<file path="src/rtl/tomasulo_pkg.sv">
// Shared constants and types for the Tomasulo issue unit: opcodes, instruction
// field positions, the "value ready" tag and the issue FSM state encoding.
package tomasulo_pkg;

  localparam int IR_W      = 13;  // bits [15:13] of the queue word carry nothing
  localparam int REG_IDX_W = 3;
  localparam int N_REGS    = 1 << REG_IDX_W;
  localparam int OP_W      = 4;

  localparam int RD_LSB = 10;
  localparam int RS_LSB = 7;
  localparam int RT_LSB = 4;
  localparam int OP_LSB = 0;

  localparam logic [OP_W-1:0] OP_ADD = 4'b0000;
  localparam logic [OP_W-1:0] OP_SUB = 4'b0001;
  localparam logic [OP_W-1:0] OP_MUL = 4'b0100;

  localparam int TAG_NONE = 0;

  typedef enum logic [1:0] {
    S_REQ,
    S_CAP,
    S_ISSUE
  } state_e;

endpackage

</file>
<file path="src/rtl/reg_status_table.sv">
// Architectural register file plus per-register producer tag (Qi), with CDB
// write-back and a rename port; a rename in the same cycle wins over the CDB clear.
module reg_status_table
  import tomasulo_pkg::*;
#(
  parameter int DATA_W = 16,
  parameter int TAG_W  = 3
) (
  input  logic                 clk_i,
  input  logic                 rst_i,
  input  logic [REG_IDX_W-1:0] rs_idx_i,
  input  logic [REG_IDX_W-1:0] rt_idx_i,
  output logic [DATA_W-1:0]    rs_val_o,
  output logic [TAG_W-1:0]     rs_tag_o,
  output logic [DATA_W-1:0]    rt_val_o,
  output logic [TAG_W-1:0]     rt_tag_o,
  input  logic                 cdb_hit_i,
  input  logic [TAG_W-1:0]     cdb_tag_i,
  input  logic [DATA_W-1:0]    cdb_data_i,
  input  logic                 rename_en_i,
  input  logic [REG_IDX_W-1:0] rename_idx_i,
  input  logic [TAG_W-1:0]     rename_tag_i
);

  logic [DATA_W-1:0] regs_q [N_REGS];
  logic [TAG_W-1:0]  qi_q   [N_REGS];

  // NOTE: this array is reset element by element because R[i]=i is architectural
  // state software relies on; plain storage arrays are normally left unreset.
  always_ff @(posedge clk_i) begin
    if (rst_i) begin
      for (int i = 0; i < N_REGS; i++) begin
        regs_q[i] <= DATA_W'(i);
        qi_q[i]   <= '0;
      end
    end else begin
      for (int i = 0; i < N_REGS; i++) begin
        if (cdb_hit_i && (qi_q[i] == cdb_tag_i)) begin
          regs_q[i] <= cdb_data_i;
          qi_q[i]   <= '0;
        end
      end
      if (rename_en_i) begin
        qi_q[rename_idx_i] <= rename_tag_i;
      end
    end
  end

  // Reads see pre-write state, so a source equal to rd picks up the old tag.
  assign rs_val_o = regs_q[rs_idx_i];
  assign rs_tag_o = qi_q[rs_idx_i];
  assign rt_val_o = regs_q[rt_idx_i];
  assign rt_tag_o = qi_q[rt_idx_i];

endmodule

</file>
<file path="src/rtl/tomasulo_issue_unit.sv">
// Tomasulo issue stage: fetches one word from the instruction queue, renames rd,
// allocates a reservation station and emits a registered dispatch packet.
// Define ISSUE_CDB_BYPASS_EN to forward a same-cycle CDB result into operands and
// into the station-free check.
module tomasulo_issue_unit
  import tomasulo_pkg::*;
#(
  parameter int DATA_W   = 16,
  parameter int N_ADD_RS = 3,
  parameter int N_MUL_RS = 2,
  parameter int TAG_W    = 3
) (
  input  logic              Clock,
  input  logic              Reset,
  input  logic              enable_in,
  input  logic [15:0]       instruction_in,
  output logic              avaliable,
  input  logic              cdb_valid,
  input  logic [TAG_W-1:0]  cdb_tag,
  input  logic [DATA_W-1:0] cdb_data,
  output logic              disp_valid,
  output logic [TAG_W-1:0]  disp_tag,
  output logic [OP_W-1:0]   disp_op,
  output logic [DATA_W-1:0] disp_vj,
  output logic [DATA_W-1:0] disp_vk,
  output logic [TAG_W-1:0]  disp_qj,
  output logic [TAG_W-1:0]  disp_qk,
  output logic              stall
);

  localparam int               N_RS  = N_ADD_RS + N_MUL_RS;
  localparam logic [TAG_W-1:0] TAG_0 = TAG_W'(TAG_NONE);

`ifdef ISSUE_CDB_BYPASS_EN
  localparam bit BYPASS_EN = 1'b1;
`else
  localparam bit BYPASS_EN = 1'b0;
`endif

  state_e            state_q;
  logic [IR_W-1:0]   ir_q;
  logic              avaliable_q;
  logic              disp_valid_q;
  logic [TAG_W-1:0]  disp_tag_q, disp_qj_q, disp_qk_q;
  logic [OP_W-1:0]   disp_op_q;
  logic [DATA_W-1:0] disp_vj_q, disp_vk_q;
  logic [N_RS-1:0]   busy_q, busy_d;

  logic unused_ir_hi;
  assign unused_ir_hi = ^instruction_in[15:IR_W];

  logic [OP_W-1:0]      op;
  logic [REG_IDX_W-1:0] rd, rs, rt;
  logic                 is_add, is_mul;
  assign op     = ir_q[OP_LSB +: OP_W];
  assign rd     = ir_q[RD_LSB +: REG_IDX_W];
  assign rs     = ir_q[RS_LSB +: REG_IDX_W];
  assign rt     = ir_q[RT_LSB +: REG_IDX_W];
  assign is_add = (op == OP_ADD) || (op == OP_SUB);
  assign is_mul = (op == OP_MUL);

  logic cdb_hit;
  assign cdb_hit = cdb_valid && (cdb_tag != TAG_0) && (int'(cdb_tag) <= N_RS);

  logic [DATA_W-1:0] rs_val, rt_val;
  logic [TAG_W-1:0]  rs_tag, rt_tag;
  logic              do_issue;
  logic              free_found;
  logic [TAG_W-1:0]  free_tag;

  reg_status_table #(
    .DATA_W (DATA_W),
    .TAG_W  (TAG_W)
  ) u_rst (
    .clk_i        (Clock),
    .rst_i        (Reset),
    .rs_idx_i     (rs),
    .rt_idx_i     (rt),
    .rs_val_o     (rs_val),
    .rs_tag_o     (rs_tag),
    .rt_val_o     (rt_val),
    .rt_tag_o     (rt_tag),
    .cdb_hit_i    (cdb_hit),
    .cdb_tag_i    (cdb_tag),
    .cdb_data_i   (cdb_data),
    .rename_en_i  (do_issue),
    .rename_idx_i (rd),
    .rename_tag_i (free_tag)
  );

  logic [N_RS-1:0] busy_post_cdb, busy_eff;

  // NOTE: every variable written here gets a default first so no path leaves it
  // unassigned, which would infer a latch; combinational blocks use blocking '='.
  always_comb begin
    busy_post_cdb = busy_q;
    for (int i = 0; i < N_RS; i++) begin
      if (cdb_hit && (cdb_tag == TAG_W'(i + 1))) busy_post_cdb[i] = 1'b0;
    end
    busy_eff = BYPASS_EN ? busy_post_cdb : busy_q;

    free_found = 1'b0;
    free_tag   = TAG_0;
    for (int i = 0; i < N_RS; i++) begin
      if (!free_found && !busy_eff[i] &&
          ((is_add && i < N_ADD_RS) || (is_mul && i >= N_ADD_RS))) begin
        free_found = 1'b1;
        free_tag   = TAG_W'(i + 1);
      end
    end

    do_issue = (state_q == S_ISSUE) && free_found;
    busy_d   = busy_post_cdb;
    for (int i = 0; i < N_RS; i++) begin
      if (do_issue && (free_tag == TAG_W'(i + 1))) busy_d[i] = 1'b1;
    end
  end

  logic [DATA_W-1:0] vj, vk;
  logic [TAG_W-1:0]  qj, qk;

  always_comb begin
    vj = rs_val;
    qj = TAG_0;
    if (rs_tag != TAG_0) begin
      vj = '0;
      qj = rs_tag;
      if (BYPASS_EN && cdb_hit && (rs_tag == cdb_tag)) begin
        vj = cdb_data;
        qj = TAG_0;
      end
    end
    vk = rt_val;
    qk = TAG_0;
    if (rt_tag != TAG_0) begin
      vk = '0;
      qk = rt_tag;
      if (BYPASS_EN && cdb_hit && (rt_tag == cdb_tag)) begin
        vk = cdb_data;
        qk = TAG_0;
      end
    end
  end

  always_ff @(posedge Clock) begin
    if (Reset) begin
      state_q      <= S_REQ;
      ir_q         <= '0;
      avaliable_q  <= 1'b0;
      disp_valid_q <= 1'b0;
      disp_tag_q   <= '0;
      disp_op_q    <= '0;
      disp_vj_q    <= '0;
      disp_vk_q    <= '0;
      disp_qj_q    <= '0;
      disp_qk_q    <= '0;
      busy_q       <= '0;
    end else begin
      avaliable_q  <= 1'b0;
      disp_valid_q <= 1'b0;
      busy_q       <= busy_d;
      case (state_q)
        S_REQ: begin
          avaliable_q <= 1'b1;
          state_q     <= S_CAP;
        end
        S_CAP: begin
          // enable_in may be held high, so a word is taken only here.
          if (enable_in) begin
            ir_q    <= instruction_in[IR_W-1:0];
            state_q <= S_ISSUE;
          end
        end
        S_ISSUE: begin
          if (!(is_add || is_mul)) begin
            state_q <= S_REQ;
          end else if (free_found) begin
            disp_valid_q <= 1'b1;
            disp_tag_q   <= free_tag;
            disp_op_q    <= op;
            disp_vj_q    <= vj;
            disp_vk_q    <= vk;
            disp_qj_q    <= qj;
            disp_qk_q    <= qk;
            state_q      <= S_REQ;
          end
        end
        default: state_q <= S_REQ;
      endcase
    end
  end

  assign avaliable  = avaliable_q;
  assign disp_valid = disp_valid_q;
  assign disp_tag   = disp_tag_q;
  assign disp_op    = disp_op_q;
  assign disp_vj    = disp_vj_q;
  assign disp_vk    = disp_vk_q;
  assign disp_qj    = disp_qj_q;
  assign disp_qk    = disp_qk_q;
  assign stall      = (state_q == S_ISSUE) && (is_add || is_mul) && !free_found;

endmodule

</file>
<file path="config.mk">
export PLATFORM = sky130hd
export DESIGN_NAME = tomasulo_issue_unit
export DESIGN_NICKNAME = d
export VERILOG_FILES = /design/src/rtl/tomasulo_pkg.sv /design/src/rtl/reg_status_table.sv /design/src/rtl/tomasulo_issue_unit.sv
export SDC_FILE = /design/constraint.sdc
export NUM_CORES = 1
export LEC_CHECK = 0
export BUFFER_PORTS_ARGS = -buffer_cell sky130_fd_sc_hd__buf_2
export CORE_MARGIN = 3
export CORE_UTILIZATION = 50
export CTS_CLUSTER_SIZE = 12
export DETAILED_ROUTE_END_ITERATION = 6
export PLACE_DENSITY = 0.73
export REMOVE_ABC_BUFFERS = 1
export SYNTH_ARGS = -nofsm -noshare
export SYNTH_HDL_FRONTEND = slang
export SYNTH_HIERARCHICAL = 1
export SYNTH_SLANG_ARGS = --single-unit
</file>
<file path="constraint.sdc">
create_clock -name Clock -period 3.1 [get_ports Clock]
set_input_delay 0 -clock Clock [delete_from_list [all_inputs] [get_ports Clock]]
set_output_delay 0 -clock Clock [all_outputs]
set_load 0.005 [all_outputs]
</file>
## Yosys cells after proc, flatten, opt, wreduce, memory -nomap -nowiden

Memory sizes are Yosys's and may differ from the RTL's. A register that Yosys moved wholly into a read port is not among the register bits.
Cells that the tools add are included.

| storage, ports and cells | value |
|---|---|
| bits of input ports | 39 |
| register bits | 67 |
| bits in latches | 0 |
| logic and storage cells | 201 |
| RAM bits | 152 |
| output and inout port bits | 48 |
| memories kept | 2 |
| ROM bits | 0 |

Memories:

| memory | words | width | rd ports | clocked after Yosys merged registers in | wr ports | RTL line | RTL |
|---|---|---|---|---|---|---|---|
| u_rst.regs_q | 8 | 16 | 2 | 2 | 8 | reg_status_table.sv:25 | `logic [DATA_W-1:0] regs_q [N_REGS];` |
| u_rst.qi_q | 8 | 3 | 10 | 2 | 9 | reg_status_table.sv:26 | `logic [TAG_W-1:0] qi_q [N_REGS];` |

| cells by class | value |
|---|---|
| shift-type cells | 0 |
| bitwise logic cells | 18 |
| $lt $le $gt $ge | 1 |
| $add $sub $neg | 0 |
| equal/unequal tests | 24 |
| mux-type cells | 83 |
| multipliers | 0 |
| reductions and logical operators | 58 |
| div/mod/pow operators | 0 |

Operators by type and width:

| cell | count |
|---|---|
| 16-bit 2-to-1 mux | 10 |
| 3-bit 2-to-1 mux | 20 |
| 1-bit 2-to-1 mux | 47 |
| 1-bit logical AND | 32 |
| 3-bit equality test | 8 |
| 1-bit OR | 16 |
| 3-bit by 2-bit equality test with 1-bit output (second input constant) | 4 |
| 3-bit equality test (second input constant) | 4 |
| 1-bit zero test | 10 |
| 2-bit 2-to-1 mux | 5 |
| 2-bit nonzero test | 5 |
| 3-bit nonzero test | 3 |
| 3-bit by 1-bit equality test with 1-bit output (second input constant) | 2 |
| 2-bit case mux with 3 select lines | 1 |
| 4-bit by 1-bit equality test with 1-bit output (second input constant) | 1 |
| 4-bit by 3-bit equality test with 1-bit output (second input constant) | 1 |
| 4-bit zero test | 1 |
| 2-bit AND reduction | 2 |
| 3-bit less-or-equal comparator (second input constant) | 1 |
| 3-bit inequality test (second input constant) | 1 |
| 3-bit AND reduction | 1 |
| 3-bit OR reduction | 1 |
| 2-bit by 1-bit equality test with 1-bit output (second input constant) | 1 |
| 2-bit equality test (second input constant) | 1 |
| 4 further kinds | 6 |

## Longest topological paths before layout

| logic depth | value |
|---|---|
| word-level depth | 24 |
| gate-level depth with buffers | 8 |
| gate-level depth less buffers | 6 |

## Modules after synthesis

Netlist, hierarchy kept.

By module, submodules not included:

| module | seq. area each (µm²) | times used | cells an instance | area each (µm²) |
|---|---|---|---|---|
| reg_status_table | 4564.4 | 1 | 513 | 8215.4 |
| tomasulo_issue_unit | 1341.3 | 1 | 315 | 2887.8 |

## Worst setup path after synthesis

No wires, ideal clock.

| path | value |
|---|---|
| kind | reg2reg |
| start | register, netlist name ir_q[4] |
| end | register disp_vk_q[11] (netlist: disp_vk[11]) |
| cell stages (with the launch flop) | 9 |
| slack | 0.746 ns |
| arrival | 2.282 ns |
| library setup time | 0.072 ns |
| data required time | 3.028 ns |
| path buffers | 3 |
| clock period less this slack | 2.354 ns |
| cells stage by stage | dfxtp_1 -> buf_6 -> buf_12 -> mux4_2 -> mux2_4 -> nor4_4 -> clkbuf_1 -> nand2_1 -> mux2i_1 |

RTL lines:

| item | RTL line | RTL |
|---|---|---|
| end signal: assignment | tomasulo_issue_unit.sv:182 | `disp_vk_q <= vk;` |
| end: declaration | tomasulo_issue_unit.sv:46 | `logic [DATA_W-1:0] disp_vj_q, disp_vk_q;` |

==> impl_metrics.csv <==
group,metric,value,unit
power,power_density,531,nW/um^2
sta,skew,0.0140,ns
floorplanning,dieArea,24000,sq um
job,max_cap_violations,0,
power,leakage,0.00467,uW
power,vdd_ir_drop_max,273,uV
setup_path,crit_type,"register to register",
setup_path,crit_path_end_kind,"register",
sta,fin_ws,0.592,ns
routing,vias_per_cell,5.77,
routing,drt_iter0_drc,487,
cts,numCtsBuffers,24,
yosys,yosysSeqAreaShare,53.2,%
routing,totalWireLength,26.6,mm
yosys,yosys_warnings,6,
sta,min_period,2.51,ns
sta,rsz0062_at_grt,"false",
finish,drive_gt1_share,27.6,%
power,finalPower,6820,uW
routing,drcViolationCount,0,
routing,dr.pass1.iters,4,
cts,clock-sinks,219,
sta,maxSlewHeadroom,28.5,%
setup_path,timing.rr.start,"ir_q[2]",
finish,final_nets,988,
global_route,grt_usage,21.9,%
sta,drv_slew,0,
yosys,syn_area,11100,sq um
cts,max-clock-path-buffers,3,
routing,wire_per_inst,21.4,um
setup_path,cp_slowest_cell,"o311ai_0",
sta,setup_viol,0,
yosys,yosys_most_used_dff,"edfxtp_1",
sta,hold_viol_final,0,
cts,clk_pin_slew,0.06,ns
sta,period_share,80.9,%
cts,cts_tree,"yes",
cts,cts-root-buf,"clkbuf_16",
placement,port_buffers,83,
cts,cts_max_level,1,
global_route,grt_remaining_overflow,0,
yosys,synth_cell_types,52,
floorplanning,start_util,51.8,%
yosys,synth_edf_count,152,
min_path,hp-class,"input pin to register",
status,status,"complete, no violations",
floorplanning,dieHeight,155,um
placement,dpl.hpwl,16.9,mm
global_route,grt_pass1_vias,7312,
finish,syn_to_final_growth,15.8,%
cts,clkLatencyLatePin,0.52,ns
floorplanning,io_pins,87,
finish,fillers,1678,
yosys,ys_ff_latch,219,
sta,tightest_slew,1.07,ns
min_path,worst_hold_startpoint,"cdb_tag[2]",
yosys,avgSynthCellArea,13.4,sq um
floorplanning,die_x,155,um
setup_path,start_kind,"register",
finish,fin_util,60.0,%
sta,fmax,399,MHz
placement,dp_slack,0.610,ns
sta,fin_tns_setup,0,ns
routing,vias,7170,
cts,cts-resized-gates,0,
setup_path,critPathArrivalTime,2.64,ns
global_route,grt_max_degree,59,
global_route,grt_pass1_wl,40.9,mm
yosys,async_flop_share,0,%
setup_path,max_stage_delay,0.70,ns
setup_path,required,3.23,ns
setup_path,worst-path-max-fanout,10,
floorplanning,fp-row-count,53,
setup_path,crit_chain,"and2b_1, nand2b_2, a21oi_4, nand2_1, o311ai_0",
finish,diodes,0,
setup_path,crit_path_start,"ir_q[2]",
floorplanning,core_area,21400,sq um
placement,gp_congestion,0.845,
setup_path,path_delay_family,"compound AO/OA/AOI/OAI gates",
routing,ant_nets,0,
yosys,syn_inst,828,
setup_path,crit_buf_inv,0,
global_route,antenna_found_initial,0,
sta,whs,0.0596,ns
==> sequential cells by signal, summed over array words and instances (netlist names), 2 cells and up <==
name and count:
disp_qj 3, disp_qk 3, disp_tag 3, disp_vj 16, disp_op 4, u_rst/qi_q 24, ir_q 13, u_rst/regs_q 128
disp_vk 16, state_q 2, busy_eff 5
==> stage by stage <==
stage                     area (sq um)  instances
after CTS                        12900       1242
after detailed placement         11800       1164
after global placement           11800       1164
after floorplan                  10800        774
after global routing             12900       1242
final                            12900       1242
==> Yosys cell counts, types with 9 or more instances <==
| cell type | count | share of area [%] |
|---|---|---|
| edfxtp_1 | 152 | 41 |
| nor2_1 | 98 | 3.3 |
| nand2_1 | 90 | 3.0 |
| dfxtp_1 | 67 | 12 |
| mux4_2 | 60 | 12 |
| nand2b_1 | 49 | 2.8 |
| mux2i_1 | 38 | 3.4 |
| mux2_4 | 36 | 4.9 |
| and2_1 | 24 | 1.4 |
| xnor2_1 | 24 | 1.9 |
| buf_2 | 23 | 1.0 |
| a21oi_1 | 20 | 0.90 |
| clkbuf_1 | 18 | 0.61 |
| inv_1 | 17 | 0.57 |
| mux4_1 | 16 | 3.8 |
| or2_2 | 13 | 0.73 |
| nor3_1 | 9 | 0.41 |
==> layout by cell type (no fill, tap or decap), types with 13 or more instances in the layout <==
cell,instances
mux2_4,36
clkbuf_16,25
xnor2_1,24
mux4_2,60
nand2b_1,49
and2_1,24
mux2i_1,38
nor2_1,98
inv_1,17
buf_4,32
nand2_1,90
mux4_1,16
a21oi_1,20
dlygate4sd3_1,34
or2_2,13
edfxtp_1,152
dfxtp_1,65
buf_2,83
clkbuf_1,14
==> power breakdown <==
| part | internal, uW | switching (uW) | total [uW] |
|---|---|---|---|
| combinational | 359 | 364 | 723 |
| sequential | 3260 | 90.6 | 3350 |
| clock | 1650 | 1110 | 2750 |
| total | 5260 | 1560 | 6820 |
==> worst reg2reg max path, cell delays in order (launching register included) <==
cell	delay, ns
dfxtp_1	0.50
and2b_1	0.22
nand2b_2	0.10
a21oi_4	0.43
nand2_1	0.19
o311ai_0	0.70
==> kinds of logic after synthesis <==
group | Yosys count | share of synthesized area [%]
buffers and inverters | 72 | 3.68
AOI/OAI and AO/OA | 48 | 2.90
xor gates and xnor gates | 24 | 1.89
muxes | 152 | 24.5
and+or+nand+nor | 313 | 13.9
DFF | 219 | 53.2
==> final timing paths <==
kind              slack [ns]                to  cells past startpoint
setup reg to reg        0.59  u_rst/qi_q[1][1]                      5
setup / recovery        0.59  u_rst/qi_q[1][1]                      5
hold reg to reg         0.47       disp_tag[0]                      1
hold / removal          0.06       busy_eff[3]                      4
==> cell type report <==
type,instances,area [sq um],share of cell area (%)
multi-input cells,537,4790,37.2
clock inverters,2,36.3,0.282
inverters,18,67.6,0.525
flip-flops and latches,219,5910,45.9
well taps,275,344,2.68
clock buffers,42,719,5.59
repair buffers,149,996,7.74
==> routing by layer <==
layer  global-route usage, %  part of all wire (%)  vias to the layer above
li1                        -                     -                     3290
met1                    28.3                    41                     3617
met2                    38.8                    51                      225
met3                    2.87                   5.4                       38
met4                    6.43                   2.2                        0
met5                       0                     0                        -
==> timing repair <==
| action | in CTS | in global routing |
|---|---|---|
| setup buffers | 0 | 0 |
| endpoints found under the hold margin | 142 | 0 |
| hold buffers | 34 | 0 |
Note: power is estimated with default switching activity, not from simulation.
